### src/rtl/adc_buffer_reader.sv
// Streams a block of samples from a synchronous-read sample buffer onto a valid/ready byte stream.
// A 2-entry output FIFO hides the 1-cycle RAM latency so continuous m_ready gives one sample per clock.
module adc_buffer_reader #(
    parameter int unsigned ADDR_W = 12,
    parameter int unsigned DATA_W = 8
) (
    input  logic              clk,
    input  logic              rst,
    input  logic              start,
    input  logic [ADDR_W-1:0] base_addr,
    input  logic [ADDR_W:0]   length,
    input  logic              abort,
    output logic              busy,
    output logic              done,
    output logic [ADDR_W-1:0] rd_addr,
    input  logic [DATA_W-1:0] rd_data,
    output logic [DATA_W-1:0] m_data,
    output logic              m_valid,
    input  logic              m_ready,
    output logic              m_last
);

    localparam int unsigned LEN_W = ADDR_W + 1;
    localparam logic [LEN_W-1:0] DEPTH = {1'b1, {ADDR_W{1'b0}}};

    typedef enum logic [1:0] {IDLE, RUN, DRAIN} state_e;

    state_e              state_q;
    logic [LEN_W-1:0]    issue_left_q;
    logic [LEN_W-1:0]    send_left_q, send_left_d;
    logic [ADDR_W-1:0]   rd_addr_q;
    logic                inflight_q;
    logic [DATA_W-1:0]   head_q, head_d, tail_q, tail_d;
    logic                head_vld_q, head_vld_d, tail_vld_q, tail_vld_d;
    logic                busy_q, done_q, last_q;
    logic                pop_c, issue_c;
    logic [1:0]          occ_c;
    logic [LEN_W-1:0]    len_clamp_c;

    // Issue decision and FIFO next-state; occupancy counts reads still in flight.
    always_comb begin
        pop_c       = head_vld_q & m_ready;
        occ_c       = 2'(head_vld_q) + 2'(tail_vld_q) + 2'(inflight_q) - 2'(pop_c);
        issue_c     = (state_q == RUN) && (issue_left_q != '0) && (occ_c < 2'd2);
        len_clamp_c = (length > DEPTH) ? DEPTH : length;
        head_d      = head_q;
        head_vld_d  = head_vld_q;
        tail_d      = tail_q;
        tail_vld_d  = tail_vld_q;
        if (pop_c) begin
            if (tail_vld_q) begin
                head_d     = tail_q;
                tail_vld_d = inflight_q;
                if (inflight_q) tail_d = rd_data;
            end else begin
                head_vld_d = inflight_q;
                if (inflight_q) head_d = rd_data;
            end
        end else if (inflight_q) begin
            if (head_vld_q) begin
                tail_d     = rd_data;
                tail_vld_d = 1'b1;
            end else begin
                head_d     = rd_data;
                head_vld_d = 1'b1;
            end
        end
        send_left_d = pop_c ? send_left_q - LEN_W'(1) : send_left_q;
    end

    always_ff @(posedge clk) begin
        if (rst) begin
            state_q      <= IDLE;
            issue_left_q <= '0;
            send_left_q  <= '0;
            rd_addr_q    <= '0;
            inflight_q   <= 1'b0;
            head_q       <= '0;
            head_vld_q   <= 1'b0;
            tail_q       <= '0;
            tail_vld_q   <= 1'b0;
            busy_q       <= 1'b0;
            done_q       <= 1'b0;
            last_q       <= 1'b0;
        end else if (abort) begin
            state_q      <= IDLE;
            issue_left_q <= '0;
            send_left_q  <= '0;
            inflight_q   <= 1'b0;
            head_vld_q   <= 1'b0;
            tail_vld_q   <= 1'b0;
            busy_q       <= 1'b0;
            done_q       <= 1'b0;
            last_q       <= 1'b0;
        end else begin
            done_q      <= 1'b0;
            inflight_q  <= issue_c;
            head_q      <= head_d;
            head_vld_q  <= head_vld_d;
            tail_q      <= tail_d;
            tail_vld_q  <= tail_vld_d;
            send_left_q <= send_left_d;
            last_q      <= head_vld_d && (send_left_d == LEN_W'(1));
            if (issue_c) begin
                rd_addr_q    <= rd_addr_q + ADDR_W'(1);
                issue_left_q <= issue_left_q - LEN_W'(1);
            end
            case (state_q)
                IDLE: begin
                    if (start && (length != '0)) begin
                        state_q      <= RUN;
                        busy_q       <= 1'b1;
                        rd_addr_q    <= base_addr;
                        issue_left_q <= len_clamp_c;
                        send_left_q  <= len_clamp_c;
                    end
                end
                RUN: begin
                    if (issue_c && (issue_left_q == LEN_W'(1))) state_q <= DRAIN;
                end
                DRAIN: begin
                    // All reads are issued, so the final sample always leaves from here.
                    if (pop_c && (send_left_q == LEN_W'(1))) begin
                        state_q <= IDLE;
                        busy_q  <= 1'b0;
                        done_q  <= 1'b1;
                    end
                end
                default: state_q <= IDLE;
            endcase
        end
    end

    assign busy    = busy_q;
    assign done    = done_q;
    assign rd_addr = rd_addr_q;
    assign m_data  = head_q;
    assign m_valid = head_vld_q;
    assign m_last  = last_q;

endmodule

### config.mk
export PLATFORM = sky130hd
export DESIGN_NAME = adc_buffer_reader
export DESIGN_NICKNAME = d
export VERILOG_FILES = /design/src/rtl/adc_buffer_reader.sv
export SDC_FILE = /design/constraint.sdc
export NUM_CORES = 1
export LEC_CHECK = 0
export CORE_MARGIN = 2
export CORE_UTILIZATION = 50
export DETAILED_ROUTE_END_ITERATION = 8
export PLACE_DENSITY = 0.77
export SYNTH_ARGS = -nofsm -noshare
export SYNTH_HDL_FRONTEND = slang
export SYNTH_SLANG_ARGS = --single-unit
### constraint.sdc
create_clock -name clk -period 2.9 [get_ports clk]
set_input_delay 0.29 -clock clk [delete_from_list [all_inputs] [get_ports clk]]
set_output_delay 0.29 -clock clk [all_outputs]
set_load 0.02 [all_outputs]
# ---- After elaboration in Yosys (flattened, before gate mapping)
# Index checks and enable logic that the tools add are counted.
# W data, S select, Z words.
dict set report op_classes {
  eq_ne 11
  order_cmp 2
  mux 34
  n_addsub 6
  bitwise 3
  reduce_logical 20
}
# cell n
set op_table {}
lappend op_table {{$mux W13} 7}
lappend op_table {{$mux W8} 9}
lappend op_table {{$eq A13 B1 Y1 const B} 3}
lappend op_table {{$mux W12} 3}
lappend op_table {{$reduce_bool A13 Y1} 2}
lappend op_table {{$sub A13 B1 Y13 const B} 2}
lappend op_table {{$gt A13 B13 Y1 const B} 1}
lappend op_table {{$add A12 B1 Y12 const B} 1}
lappend op_table {{$mux W1} 10}
lappend op_table {{$ne A2 B2 Y1 const B} 4}
lappend op_table {{$reduce_bool A2 Y1} 4}
lappend op_table {{$logic_and A1 B1 Y1} 6}
lappend op_table {{$mux W2} 3}
lappend op_table {{$pmux W2 S3} 1}
lappend op_table {{$reduce_and A3 Y1} 2}
lappend op_table {{$reduce_and A5 Y1} 1}
lappend op_table {{$ne A2 B1 Y1 const B} 2}
lappend op_table {{$reduce_and A4 Y1} 1}
lappend op_table {{$reduce_or A3 Y1} 1}
lappend op_table {{$add A1 B1 Y2} 1}
lappend op_table {{$add A2 B1 Y2} 1}
lappend op_table {{$eq A2 B1 Y1 const B} 1}
lappend op_table {{$eq A2 B2 Y1 const B} 1}
lappend op_table {{$logic_not A2 Y1} 1}
lappend op_table {{7 further kinds} 8}
dict set report totals {
  output_inout_bits 24
  input_bits 38
  register_bits 62
}

# ---- Longest topological paths before layout
# Gate-level depths: netlist of run 1.
dict set report logic_depth {
  depth_word 8
  depth_mapped 9
}

# ---- Worst setup path after synthesis of run 1
# OpenSTA, ideal clock, no wires.
dict set report synth_timing {
  kind {reg-to-reg}
  startpoint {register head_vld_q, in the netlist m_valid}
  endpoint {register rd_addr_q[8], in the netlist rd_addr[8]}
  n_path_buf 0
  required_ns 2.825
  slack_ns 0.108
  arrival_ns 2.718
  path_stages_with_launch 9
  path_cell_list {dfxtp_1 > nand2_1 > ha_1 > ha_1 > a21oi_1 > mux2i_1 > nand3_1 > or4b_1 > a31oi_1}
}
dict set report synth_between {
  elab_chain_cells 8
}
# item line
set synth_lines {}
lappend synth_lines {{start: declaration} 34} ;# logic head_vld_q, head_vld_d, tail_vld_q, tail_vld_d;
lappend synth_lines {{start signal: assignment} 99} ;# head_vld_q <= head_vld_d;
lappend synth_lines {{$add A1 B1 Y2} 43} ;# occ_c = 2'(head_vld_q) + 2'(tail_vld_q) + 2'(inflight_q) - 2'(pop_c);
lappend synth_lines {{$add A2 B1 Y2} 43}
lappend synth_lines {{$sub A2 B1 Y2 (*)} 43}
lappend synth_lines {{$lt A2 B2 Y1 (*)} 44} ;# issue_c = (state_q == RUN) && (issue_left_q != '0) && (occ_c < 2'd2);
lappend synth_lines {{$logic_and A1 B1 Y1 (*)} 44}
lappend synth_lines {{$mux W12 (*)} 104} ;# if (issue_c) begin
lappend synth_lines {{$mux W12} 110} ;# if (start && (length != '0)) begin
lappend synth_lines {{$mux W12 (*)} 108} ;# case (state_q)
lappend synth_lines {{end signal: assignment} 105} ;# rd_addr_q <= rd_addr_q + ADDR_W'(1);
lappend synth_lines {{end signal: assignment} 113} ;# rd_addr_q <= base_addr;
lappend synth_lines {{end: declaration} 31} ;# logic [ADDR_W-1:0] rd_addr_q;
# Every way passes the cells marked *; elsewhere a longest branch is shown, timed or not.
# A chain may end at the register's enable or synchronous reset.

# ---- Worst setup path after layout of run 1
dict set report layout_timing {
  startpoint {input m_ready}
  endpoint {register rd_addr_q[8], in the netlist rd_addr[8]}
}
dict set report layout_between {
  elab_chain_cells 7
}
# item line
set layout_lines {}
lappend layout_lines {{start: declaration} 19} ;# input logic m_ready,
lappend layout_lines {{$and A1 B1 Y1 (*)} 42} ;# pop_c = head_vld_q & m_ready;
lappend layout_lines {{$sub A2 B1 Y2 (*)} 43}
lappend layout_lines {{$lt A2 B2 Y1 (*)} 44}
lappend layout_lines {{$logic_and A1 B1 Y1 (*)} 44}
lappend layout_lines {{$mux W12 (*)} 104}
lappend layout_lines {{$mux W12} 110}
lappend layout_lines {{$mux W12 (*)} 108}
# Marks and branches as above.

==> results of run 1 <==
-- metrics by stage --
stage	hold slack, ns	instances
finish	0.4990	541
global route	0.5192	541
CTS	0.5073	541
detailed placement	0.4894	525
global placement	0.4746	525
floorplan	0.4069	385
-- cells by family (layout without fill, tap and decap cells) --
kind of cell / after synthesis / count (layout) / share of synthesized area [%]
compound gates: 96 / 96 / 20.63
xor+xnor: 24 / 24 / 6.266
fa+ha+maj: 8 / 8 / 2.984
buf+inv: 36 / 115 / 4.140
flops: 62 / 62 / 37.00
mux: 20 / 20 / 6.005
simple gates: 139 / 139 / 22.98
-- worst register-to-register path, delay by kind of cell, from the launching register on --
kind,cells,cell delay (ns)
mux,1,0.25
flops,1,0.35
buf+inv,2,0.26
simple gates,2,0.59
fa+ha+maj,2,0.57
compound gates,2,0.43
-- layer usage --
layer	up-vias	global-route usage (%)
li1	1603	-
met1	1528	34.13
met2	128	40.45
met3	16	7.892
met4	0	8.369
met5	-	0
-- registers in the layout (all words and copies together) (netlist names) --
name	flops
m_data	8
tail_vld_q	1
m_last	1
m_valid	1
inflight_q	1
send_left_q	13
issue_left_q	13
state_q	2
rd_addr	12
tail_q	8
done	1
busy	1
-- power groups by stage --
| stage | Clock, W | Sequential, W | Combinational [W] |
|---|---|---|---|
| after floorplan | 0 | 0.000932 | 0.000157 |
| after global placement | 0 | 0.000926 | 0.000305 |
| after detailed placement | 0 | 0.000926 | 0.000309 |
| after CTS | 0.00105 | 0.000907 | 0.000313 |
| after global routing | 0.00109 | 0.000912 | 0.000343 |
| final | 0.00104 | 0.000909 | 0.000315 |
-- cells in the final DEF, fill, tap and decap left out, drive strengths merged, types with 8 or more instances in the layout --
cell,Yosys,layout
dfxtp,62,62
clkdlybuf4s50,0,61
nor2,32,32
buf,3,22
mux2i,19,19
nand2,17,17
a211oi,16,16
inv,15,15
a21oi,15,15
xnor2,13,13
nor3,12,12
nand3,12,12
xor2,11,11
o21ai,11,11
clkbuf,17,10
nor4,9,9
nand4,8,8
ha,8,8
and2,8,8
-- worst paths after layout --
kind / cells past startpoint / end / start
worst min-delay path: 2 / tail_q[2] / tail_q[2]
worst max-delay path: 10 / rd_addr[8] / m_ready
worst max register to register: 9 / rd_addr[8] / inflight_q
worst min register to register: 2 / tail_q[2] / tail_q[2]
-- area by class of cell --
cell class | count | area [um^2] | share of cell area (%)
Clock inverter | 6 | 132.6 | 2.999
Timing Repair Buffer | 83 | 775.7 | 17.54
Inverter | 16 | 60.06 | 1.358
Tap cell | 77 | 96.34 | 2.179
Sequential cell | 62 | 1241 | 28.07
Multi-Input combinational cell | 287 | 1978 | 44.74
Clock buffer | 10 | 137.6 | 3.113
==> results.md, run 1 <==
- The most common cell in the synthesized netlist is dfxtp_1.
- The instance area at placement is 0.004151 mm^2.
- The maximum root-to-sink buffer count is 2.
- The synthesized netlist occupies a cell area of 0.003354 mm^2.
- The maximum number of pins on one net before global-route repair is 26.
- TritonCTS built the clock tree.
- The total of fill cells in the finished design is 519.
- The count of state elements after synthesis is 62.
- Cells fill 68.85% of the core in the end.
- The net switching fraction of the power is 24.58%.
- The cell repeated most along the worst path is ha_1.
- The total overflow left after global routing is 0.
- The die is 85.91 um wide.
- By area the synthesized netlist is led by dfxtp_1 37%, mux2i_1 5.7%, a211oi_1 3.6%.
- After synthesis, the mean cell area works out to 8.713 um^2.
- The initial utilization of the core area, before any placement, comes to 52.23%.
- The run finished with clean final reports.
- The total wire length is 9086 um.
- The post-route antenna net violation count is 0.
- The number of cell rows is 29.
- The number of cells upsized or downsized after cts is 0.
- The placeable core region is 0.006422 mm^2.
- The first global-routing pass estimated 15140 um of wire.
- For this run, the number of Yosys warnings is 0.
- The number of buffers inserted for hold repair after clock tree synthesis is 0.
- The I/O pin total is 62.
- Data arrives at the worst endpoint at 2.84 ns.
- Among all flip-flop cells after synthesis, the most frequent one is dfxtp_1.
- The number of slew-limit violations in the final report is 0.
- The number of cells produced by synthesis is 385.
- After clock tree synthesis, the clock-pin slew on the worst setup and hold paths is 0.07 ns.
- The capturing element type of the critical path is a register.
- The die covers 0.007381 mm^2.
- The routed design uses 4209 um of met2 wire.
- Yosys mapped the design onto 55 distinct sky130hd cell types.
- At the end of the flow, the number of nets in the layout was 505.
- In this run the static leakage power is 1.715 nW.
- In this run the biggest area consumer among cell types represents 37.00% of the synthesized area.
- Setup repair after global routing left no endpoint under its margin.
- The signal on the critical path passes through clkdlybuf4s50_1 -> nand2_1 -> ha_1 -> ha_1 -> a21oi_1 -> buf_4 -> mux2i_1 -> nand3_1 -> or4b_1 -> a31oi_1.
- The CTS root buffer is clkbuf_8.
- The net count of the mapped netlist is 431.
- Of the available clock period, the critical path in the final layout requires 88.51%.
- Summing internal, switching and leakage power gives 0.002261 W.
- Derived from the worst setup path, the maximum achievable clock frequency is 389.6 MHz.
- Combinational cells account for 13.9% of the total power.
- The setup slack after layout is 0.3331 ns.
- The final-report hold violation count is 0.
- The sequential share of power is 40.2%.
- The tightest min-delay check is of the reg2reg type.
- Detailed routing placed a total of 669 um of wire on met3.
- The fraction of power consumed by the clock network is 45.9%.
- Of all nets on the critical path, the largest fanout is 2.
- The detailed router put a total of 4045 um of wire on met1.
- The first detailed-routing pass took 5 iterations.
- The initial antenna violation count was 0.
- The startpoint type of the worst setup path is a primary input.
- Of the cells placed in the final design, the portion with a size suffix greater than 1 is 10.34%.
- In the synthesized netlist the async set-or-reset flop fraction comes to 0%.
- The later pin in the worst-skew pair is clocked with a latency of 0.35 ns.
- Among all stages on the critical path, the largest delay is contributed by clkdlybuf4s50_1.
- The port buffer count is 61.
- The total CTS buffers is 9.
- The largest clock skew in the final design is 0.009204 ns.
- The reported net switching power is 0.0005559 W.
- The first routing iteration left 187 violations.
- The number of global-route vias before repair is 3205.
- In this run the number of H-tree levels came out at 3.
- The worst ir drop on vdd is 284.7 uV.
- Global routing used 25.87% of the available tracks.
- In this run the tightest slew margin relative to its limit is 64.44%.
- At the worst endpoint, the required time is 3.17 ns.
- Setup total negative slack on the finished layout was measured at 0 ns.
- The largest area contributor in the synthesized netlist is dfxtp_1.
- The pin slew with the least headroom to its limit is 0.5317 ns.
- Summing all non-filler instances in the final layout gives an area of 0.004422 mm^2.
- The tree built by TritonCTS fans out to 62 sinks.
- Using the TritonRoute via totals, the vias-per-cell ratio works out to 6.054.
- The highest metal layer used by the detailed router is met4.
- After legalization and detailed placement, the total HPWL measured 6440 um.
- By count the netlist is led by 62 x dfxtp_1, 32 x nor2_1, 19 x mux2i_1, 17 x clkbuf_1, 17 x nand2_1.
- The internal portion of the total power is 0.001706 W.
- The routability-driven placement congestion ratio is 0.8539.
- The number of max-cap violations is 0.
- The number of enable flip-flop cells after synthesis is 0.
- The proportion of synthesized chip area in sequential cells is 37.00%.
- In this run the post-CTS setup repair buffer count came out at 0.
- The routed length per instance is 16.79 um.
- At the placement stage, the worst setup path has a slack of -0.01414 ns.
- In this design, the stage delay of the slowest critical-path cell is 0.48 ns.
- The critical path class is in2reg.
- The final route contains 3275 vias.
- The top cell family by delay on the critical path is simple AND/OR/NAND/NOR gates.
- Together, buffers and inverters on the worst path number 2.
- The floorplan step set the die height to 85.91 um.
- The power density relative to cell area is 511.4 mW/mm^2.
- The post-layout minimum cycle time is 2.567 ns.
- The area growth from synthesis to layout is 31.82%.
- In this run the register-to-register setup slack is 0.36 ns.
- Setup violations remaining at the end of the flow were counted as 0.
- The DRC violation count after routing is 0.
- The count of inserted antenna diode cells is 0.
(Power assumes the default switching activity.)
==> run 2, diff against run 1 <==
--- a/config.mk
+++ b/config.mk
@@ -8,6 +8,7 @@
 export CORE_MARGIN = 2
 export CORE_UTILIZATION = 50
 export DETAILED_ROUTE_END_ITERATION = 8
+export GPL_TIMING_DRIVEN = 0
 export PLACE_DENSITY = 0.77
 export SYNTH_ARGS = -nofsm -noshare
 export SYNTH_HDL_FRONTEND = slang
==> results.md, run 2 (synthesis results as in run 1) <==
- The maximum root-to-sink buffer count is 2 (unchanged).
- The height of the die is 85.91 um (unchanged).
- The worst ir drop on vdd was 240.0 uV (was 284.7 uV).
- The part of the cycle the worst path needs came to 95.79% (was 88.51%).
- The count of cell instances traversed by the critical path is 9 (was 10).
- The final HPWL from detailed placement is 6572 um (was 6440 um).
- The arrival time at the worst endpoint is 3.04 ns (was 2.84 ns).
- Unrepaired setup endpoints after global routing: no (unchanged).
- The setup slack after layout is 0.1222 ns (was 0.3331 ns).
- The total setup violations reported at the end of the flow is 0 (unchanged).
- The number of cell rows came to 29 (unchanged).
- The worst-path maximum fanout came to 7 (was 2).
- The post-layout total power came to 0.001977 W (was 0.002261 W).
- The data required time at the worst endpoint was 3.16 ns (was 3.17 ns).
- The reported leakage power is 1.595 nW (was 1.715 nW).
- The maximum number of pins on one net before global-route repair was 13 (was 26).
- The fraction of layout instances using a drive strength above 1 came to 7.359% (was 10.34%).
- The post-layout minimum cycle time is 2.778 ns (was 2.567 ns).
- The capturing element type of the critical path is a register (unchanged).
- The post-detailed-route via-to-cell ratio is 6.245 (was 6.054).
- The clock-pin slew on the worst setup and hold paths is 0.08 ns (was 0.07 ns).
- The cell repeated most along the worst path is ha_1 (unchanged).
- The number of iterations in the first detailed-routing pass came to 5 (unchanged).
- The total wire length is 9039 um (was 9086 um).
- The number of sinks handled by clock tree synthesis is 62 (unchanged).
- The port buffer count is 60 (was 61).
- The slowest cell on the critical path is clkdlybuf4s50_1 (unchanged).
- The instance area at placement was 0.004051 mm^2 (was 0.004151 mm^2).
- The final-report hold violation count is 0 (unchanged).
- The post-layout instance count excluding filler cells is 539 (was 541).
- The post-route antenna net violation count is 0 (unchanged).
- The pin slew with the least headroom to its limit is 0.8116 ns (was 0.5317 ns).
- The path depth of the worst reg2reg path is 8 (was 9).
- The overall die area is 0.007381 mm^2 (unchanged).
- The final global-route overflow total came to 0 (unchanged).
- The clock latency on the worst-skew pair is 0.35 ns (about the same).
- The sum of buffers and inverters on the critical path was 1 (was 2).
- The total of fill cells in the finished design is 541 (was 519).
- The starting density of the core was 52.23% (unchanged).
- Top library cells by usage in the layout, fill and taps aside: 61 x dfxtp_1, 60 x clkdlybuf4s50_1, 32 x nor2_1 (was 62 x dfxtp_1, 61 x clkdlybuf4s50_1, 32 x nor2_1).
- The initial DRC count is 212 (was 187).
- The critical path class was in2reg (unchanged).
- The power density relative to cell area is 461.3 mW/mm^2 (was 511.4 mW/mm^2).
- The total instance count after detailed placement is 522 (was 525).
- Status: completed (unchanged).
- The CTS tree is done (unchanged).
- The number of slew-limit violations in the final report is 0 (unchanged).
- The largest clock skew in the final design is 0.01290 ns (was 0.009204 ns).
- The worst hold path depth was 2 (unchanged).
- The final hold slack is 0.4277 ns (was 0.4990 ns).
- The CTS root buffer is clkbuf_8 (unchanged).
- The startpoint type of the worst setup path is a primary input (unchanged).
- The maximum level of the CTS H-tree is 3 (unchanged).
- The number of global-route vias before repair is 3104 (was 3205).
- The worst slew slack as a fraction of its limit was 45.40% (was 64.44%).
- The number of nets in the layout is 503 (was 505).
- The global-route total usage across every layer is 25.20% (was 25.87%).
- The biggest cell delay along the critical path came to 0.57 ns (was 0.48 ns).
- The most common cell after layout, fill and taps aside is dfxtp_1 (unchanged).
- The chip width is 85.91 um (unchanged).
- The I/O pin total came to 62 (unchanged).
- The placeable core region came to 0.006422 mm^2 (unchanged).
- The count of inserted antenna diode cells is 0 (unchanged).
- The worst hold-check path type is in2reg (was reg2reg).
- The routed via count is 3366 (was 3275).
- The summed area of non-filler cells in the final layout is 0.004285 mm^2 (was 0.004422 mm^2).
- The top achievable clock speed is 360.0 MHz (was 389.6 MHz).
- The DRC violation count after routing is 0 (unchanged).
- The initial antenna violation count came to 0 (unchanged).
- The area added between synthesis and finish was 27.75% (was 31.82%).
- The routed length per instance was 16.77 um (was 16.79 um).
- CP Cell Sequence: clkdlybuf4s50_1 -> nand2_1 -> ha_1 -> ha_1 -> a21oi_4 -> mux2i_2 -> nand3_2 -> or4b_1 -> a31oi_1 (was clkdlybuf4s50_1 -> nand2_1 -> ha_1 -> ha_1 -> a21oi_1 -> buf_4 -> mux2i_1 -> nand3_1 -> or4b_1 -> a31oi_1).
- The number of max-cap violations is 0 (unchanged).
- The pre-CTS setup slack is -0.6024 ns (was -0.01414 ns).
- The top cell family by delay on the critical path is simple AND/OR/NAND/NOR gates (unchanged).
- The routability-driven placement congestion ratio is 0.8969 (was 0.8539).
- The total CTS buffers is 9 (unchanged).
- The wire length of the first global-routing pass was 14750 um (was 15140 um).
## run 2: cell types whose count changed in the layout (fill, tap and decap cells not counted), moves of 2 or more
| cell | previous run | this run |
|---|---|---|
| mux2i_1 | 19 | 17 |
| buf_4 | 22 | 1 |
| clkinvlp_4 | 1 | 3 |
| mux2i_2 | 0 | 2 |
| clkbuf_1 | 0 | 17 |
| buf_2 | 0 | 2 |
| clkinv_4 | 0 | 2 |
| bufinv_16 | 4 | 1 |
## run 2: report_power, final
| part | total [W] | internal [W] | switching, W |
|---|---|---|---|
| registers | 0.000906 | 0.000877 | 0.0000297 |
| clock network | 0.000765 | 0.000397 | 0.000367 |
| logic | 0.000306 | 0.000136 | 0.000170 |
| total | 0.00198 | 0.00141 | 0.000567 |
## run 2: layout make-up
class	instances	area, um^2	share of cell area, %
inverter	16	60.06	1.401
clock buffer	9	123.9	2.891
tap	77	96.34	2.248
sequential	62	1242	28.99
buffer	20	81.33	1.898
multi-input combinational	287	1998	46.63
timing repair buffer	61	608.1	14.19
clock inverter	7	75.07	1.752
## run 2: per-layer routing
layer  vias up  share of wire, %  GRT usage, %  wire, um
met2       125                46         40.45      4188
met1      1619                45         33.94      4054
met4         0               1.7         8.225       152
li1       1604                 -             -         -
met3        18               7.1         5.197       643
met5         -                 0             0         0
## run 2: per-stage QoR
stage	util (%)	TNS [ns]
final	66.73	0
after global routing	66.73	0
after CTS	66.41	0
after detailed placement	63.08	-4.715
after global placement	63.08	-3.933
after floorplan	-	0
## run 2: worst paths after layout
path	start	end	slack, ns
worst min-delay path	rst	rd_addr[4]	0.43
worst min register to register	m_data[7]	m_data[7]	0.51
worst max register to register	m_valid	rd_addr[8]	0.24
worst max-delay path	m_ready	rd_addr[8]	0.12
## run 2: repair_timing
| action | CTS | global route |
|---|---|---|
| gates cloned | 0 | 0 |
| hold endpoints to repair | 0 | 0 |
| hold buffers | 0 | 0 |
| gates resized for setup | 2 | 5 |
| endpoints found under the setup margin | 4 | 3 |
| setup buffers | 1 | 0 |
==> run 3, diff against run 2 <==
--- a/config.mk
+++ b/config.mk
@@ -10,6 +10,7 @@
 export DETAILED_ROUTE_END_ITERATION = 8
 export GPL_TIMING_DRIVEN = 0
 export PLACE_DENSITY = 0.77
+export REMOVE_ABC_BUFFERS = 1
 export SYNTH_ARGS = -nofsm -noshare
 export SYNTH_HDL_FRONTEND = slang
 export SYNTH_SLANG_ARGS = --single-unit
==> results.md, run 3 (synthesis results as in run 1) <==
- Status: completed (unchanged).
- The summed negative setup slack over all endpoints is 0 ns (unchanged).
- The internal power component is 0.001350 W (was 0.001410 W).
- The post-detailed-route via-to-cell ratio is 6.142 (was 6.245).
- The combinational share of power is 16.5% (was 15.5%).
- The sum of buffers and inverters on the critical path was 0 (was 1).
- CP Cell Sequence: nand2_1 -> ha_1 -> ha_1 -> a21oi_4 -> mux2i_4 -> nand3_1 -> or4_1 -> a311oi_1 (was clkdlybuf4s50_1 -> nand2_1 -> ha_1 -> ha_1 -> a21oi_4 -> mux2i_2 -> nand3_2 -> or4b_1 -> a31oi_1).
- The pin slew with the least headroom to its limit came to 1.097 ns (was 0.8116 ns).
- The area of the multi-input gates is 0.002024 mm^2 (was 0.001998 mm^2).
- The overall die area is 0.007381 mm^2 (unchanged).
- The number of cell rows was 29 (unchanged).
- The initial antenna violation count is 0 (unchanged).
- The sequential share of power is 46.7% (was 45.8%).
- The routed length per instance is 16.63 um (was 16.77 um).
- The part of the cycle the worst path needs is 94.40% (was 95.79%).
- The area occupied by registers is 0.001242 mm^2 (unchanged).
- The chip width was 85.91 um (unchanged).
- The global-route total usage across every layer is 24.51% (was 25.20%).
- The total wire length is 8780 um (was 9039 um).
- The clock latency on the worst-skew pair came to 0.35 ns (about the same).
- Top library cells by usage in the layout, fill and taps aside: 61 x dfxtp_1, 60 x clkdlybuf4s50_1, 32 x nor2_1 (unchanged).
- The cell repeated most along the worst path is ha_1 (unchanged).
- The biggest cell delay along the critical path is 0.42 ns (was 0.57 ns).
- The maximum level of the CTS H-tree is 3 (unchanged).
- The fraction of power consumed by the clock network was 36.8% (was 38.7%).
- The DRC violation count after routing is 0 (unchanged).
- The number of buffers inserted for hold repair after clock tree synthesis is 0 (unchanged).
- The reported net switching power is 0.0005945 W (was 0.0005669 W).
- The largest clock skew in the final design came to 0.007825 ns (was 0.01290 ns).
- The number of iterations in the first detailed-routing pass came to 5 (unchanged).
- The maximum root-to-sink buffer count is 2 (unchanged).
- The power density relative to cell area was 451.5 mW/mm^2 (was 461.3 mW/mm^2).
- The final-report hold violation count is 0 (unchanged).
- The number of sinks handled by clock tree synthesis came to 62 (unchanged).
- The wire length of the first global-routing pass is 14360 um (was 14750 um).
- The worst ir drop on vdd was 287.0 uV (was 240.0 uV).
- The total instance count after detailed placement is 504 (was 522).
- The end-of-flow core utilization was 67.04% (was 66.73%).
- The number of slew-limit violations in the final report is 0 (unchanged).
- The final HPWL from detailed placement came to 6058 um (was 6572 um).
- The setup slack after layout is 0.1625 ns (was 0.1222 ns).
- The starting density of the core came to 52.23% (unchanged).
- The count of inserted antenna diode cells is 0 (unchanged).
- The pre-CTS setup slack is -0.9858 ns (was -0.6024 ns).
- The top achievable clock speed is 365.3 MHz (was 360.0 MHz).
- The CTS root buffer is clkbuf_8 (unchanged).
- The total setup violations reported at the end of the flow is 0 (unchanged).
- The number of nets in the layout was 492 (was 503).
- The final global-route overflow total is 0 (unchanged).
- The total CTS buffers is 9 (unchanged).
- The reported leakage power is 1.617 nW (was 1.595 nW).
- The startpoint type of the worst setup path is a register (was primary input).
- The post-layout minimum cycle time is 2.737 ns (was 2.778 ns).
- The height of the die was 85.91 um (unchanged).
- The net switching fraction of the power came to 30.58% (was 28.68%).
- The most common cell after layout, fill and taps aside is dfxtp_1 (unchanged).
- The worst hold-check path type is in2reg (unchanged).
- The post-route antenna net violation count is 0 (unchanged).
- The data required time at the worst endpoint is 3.15 ns (was 3.16 ns).
- Unrepaired setup endpoints after global routing: no (unchanged).
- The clock-pin slew on the worst setup and hold paths is 0.08 ns (about the same).
- The slowest cell on the critical path is dfxtp_2 (was clkdlybuf4s50_1).
- The post-layout instance count excluding filler cells is 528 (was 539).
- The capturing element type of the critical path is a register (unchanged).
- The summed area of non-filler cells in the final layout is 0.004305 mm^2 (was 0.004285 mm^2).
- The initial DRC count is 160 (was 212).
- The port buffer count is 61 (was 60).
- The maximum number of pins on one net before global-route repair is 29 (was 13).
- The routed via count is 3243 (was 3366).
- The routability-driven placement congestion ratio is 0.8487 (was 0.8969).
- The worst slew slack as a fraction of its limit is 26.61% (was 45.40%).
- The fraction of layout instances using a drive strength above 1 came to 9.091% (was 7.359%).
- The worst-path maximum fanout came to 7 (unchanged).
- The arrival time at the worst endpoint was 2.99 ns (was 3.04 ns).
- The area added between synthesis and finish is 28.35% (was 27.75%).
- The total of fill cells in the finished design was 518 (was 541).
- The number of global-route vias before repair is 3053 (was 3104).
- The I/O pin total is 62 (unchanged).
- The critical path class was reg2reg (was in2reg).
- The CTS tree is done (unchanged).
- The instance area at placement came to 0.004019 mm^2 (was 0.004051 mm^2).
- The number of max-cap violations came to 0 (unchanged).
- The top cell family by delay on the critical path is simple AND/OR/NAND/NOR gates (unchanged).
- The placeable core region is 0.006422 mm^2 (unchanged).
-- run 3: cell count changes in the layout (fill, tap and decap cells not counted), moves of 2 or more --
| cell | change |
|---|---|
| clkbuf_1 | -17 |
| buf_4 | +7 |
| inv_6 | +3 |
| buf_2 | -2 |
| mux2i_2 | -2 |
| mux2i_4 | +2 |
-- run 3: stage by stage --
step | power [W] | hold slack [ns]
detailed placement | 0.001218 | 0.4890
CTS | 0.001939 | 0.5038
global placement | 0.001207 | 0.4753
finish | 0.001944 | 0.3872
global route | 0.002028 | 0.4200
floorplan | 0.001075 | 0.3594
-- run 3: final timing paths --
kind | startpoint | endpoint | slack, ns | cells after the start
hold / removal | m_ready | tail_vld_q | 0.39 | 3
setup / recovery | m_valid | issue_left_q[11] | 0.16 | 8
hold reg to reg | m_data[3] | m_data[3] | 0.50 | 2
setup reg to reg | m_valid | issue_left_q[11] | 0.16 | 8
-- run 3: routing by layer --
metal | vias to the layer above | wire length [um] | global-route usage, % | part of all wire (%)
met3 | 14 | 521 | 5.101 | 5.9
met2 | 106 | 4213 | 39.53 | 48
met5 | - | 0 | 0 | 0
li1 | 1583 | - | - | -
met4 | 0 | 206 | 11.69 | 2.3
met1 | 1540 | 3837 | 31.24 | 44
-- run 3: area by class of cell --
class                   count  area share, %
well taps                  77          2.238
flip-flops and latches     62          28.86
repair buffers             70          16.27
multi-input cells         287          47.02
inverters                  16          1.395
clock buffers               9          2.877
clock inverters             7          1.337
-- run 3: tightest hold or removal path, delay by kind of cell --
kind | cells | cell delay, ns
simple gates | 1 | 0.15
compound gates | 1 | 0.05
buf+inv | 1 | 0.20
-- run 3: power groups by stage --
stage | logic, W | clock network (W) | registers [W]
2_1_floorplan | 0.000142 | 0 | 0.000934
3_3_place_gp | 0.000281 | 0 | 0.000926
3_5_place_dp | 0.000292 | 0 | 0.000927
4_1_cts | 0.000299 | 0.000733 | 0.000907
5_1_grt | 0.000348 | 0.000767 | 0.000912
6_report | 0.000321 | 0.000715 | 0.000908
-- run 3: timing repair --
item                                    4_1_cts  5_1_grt
resized for setup                             8        1
pin swaps                                     0        1
gates cloned                                  0        0
buffers inserted                              3        5
endpoints found under the setup margin       22       16
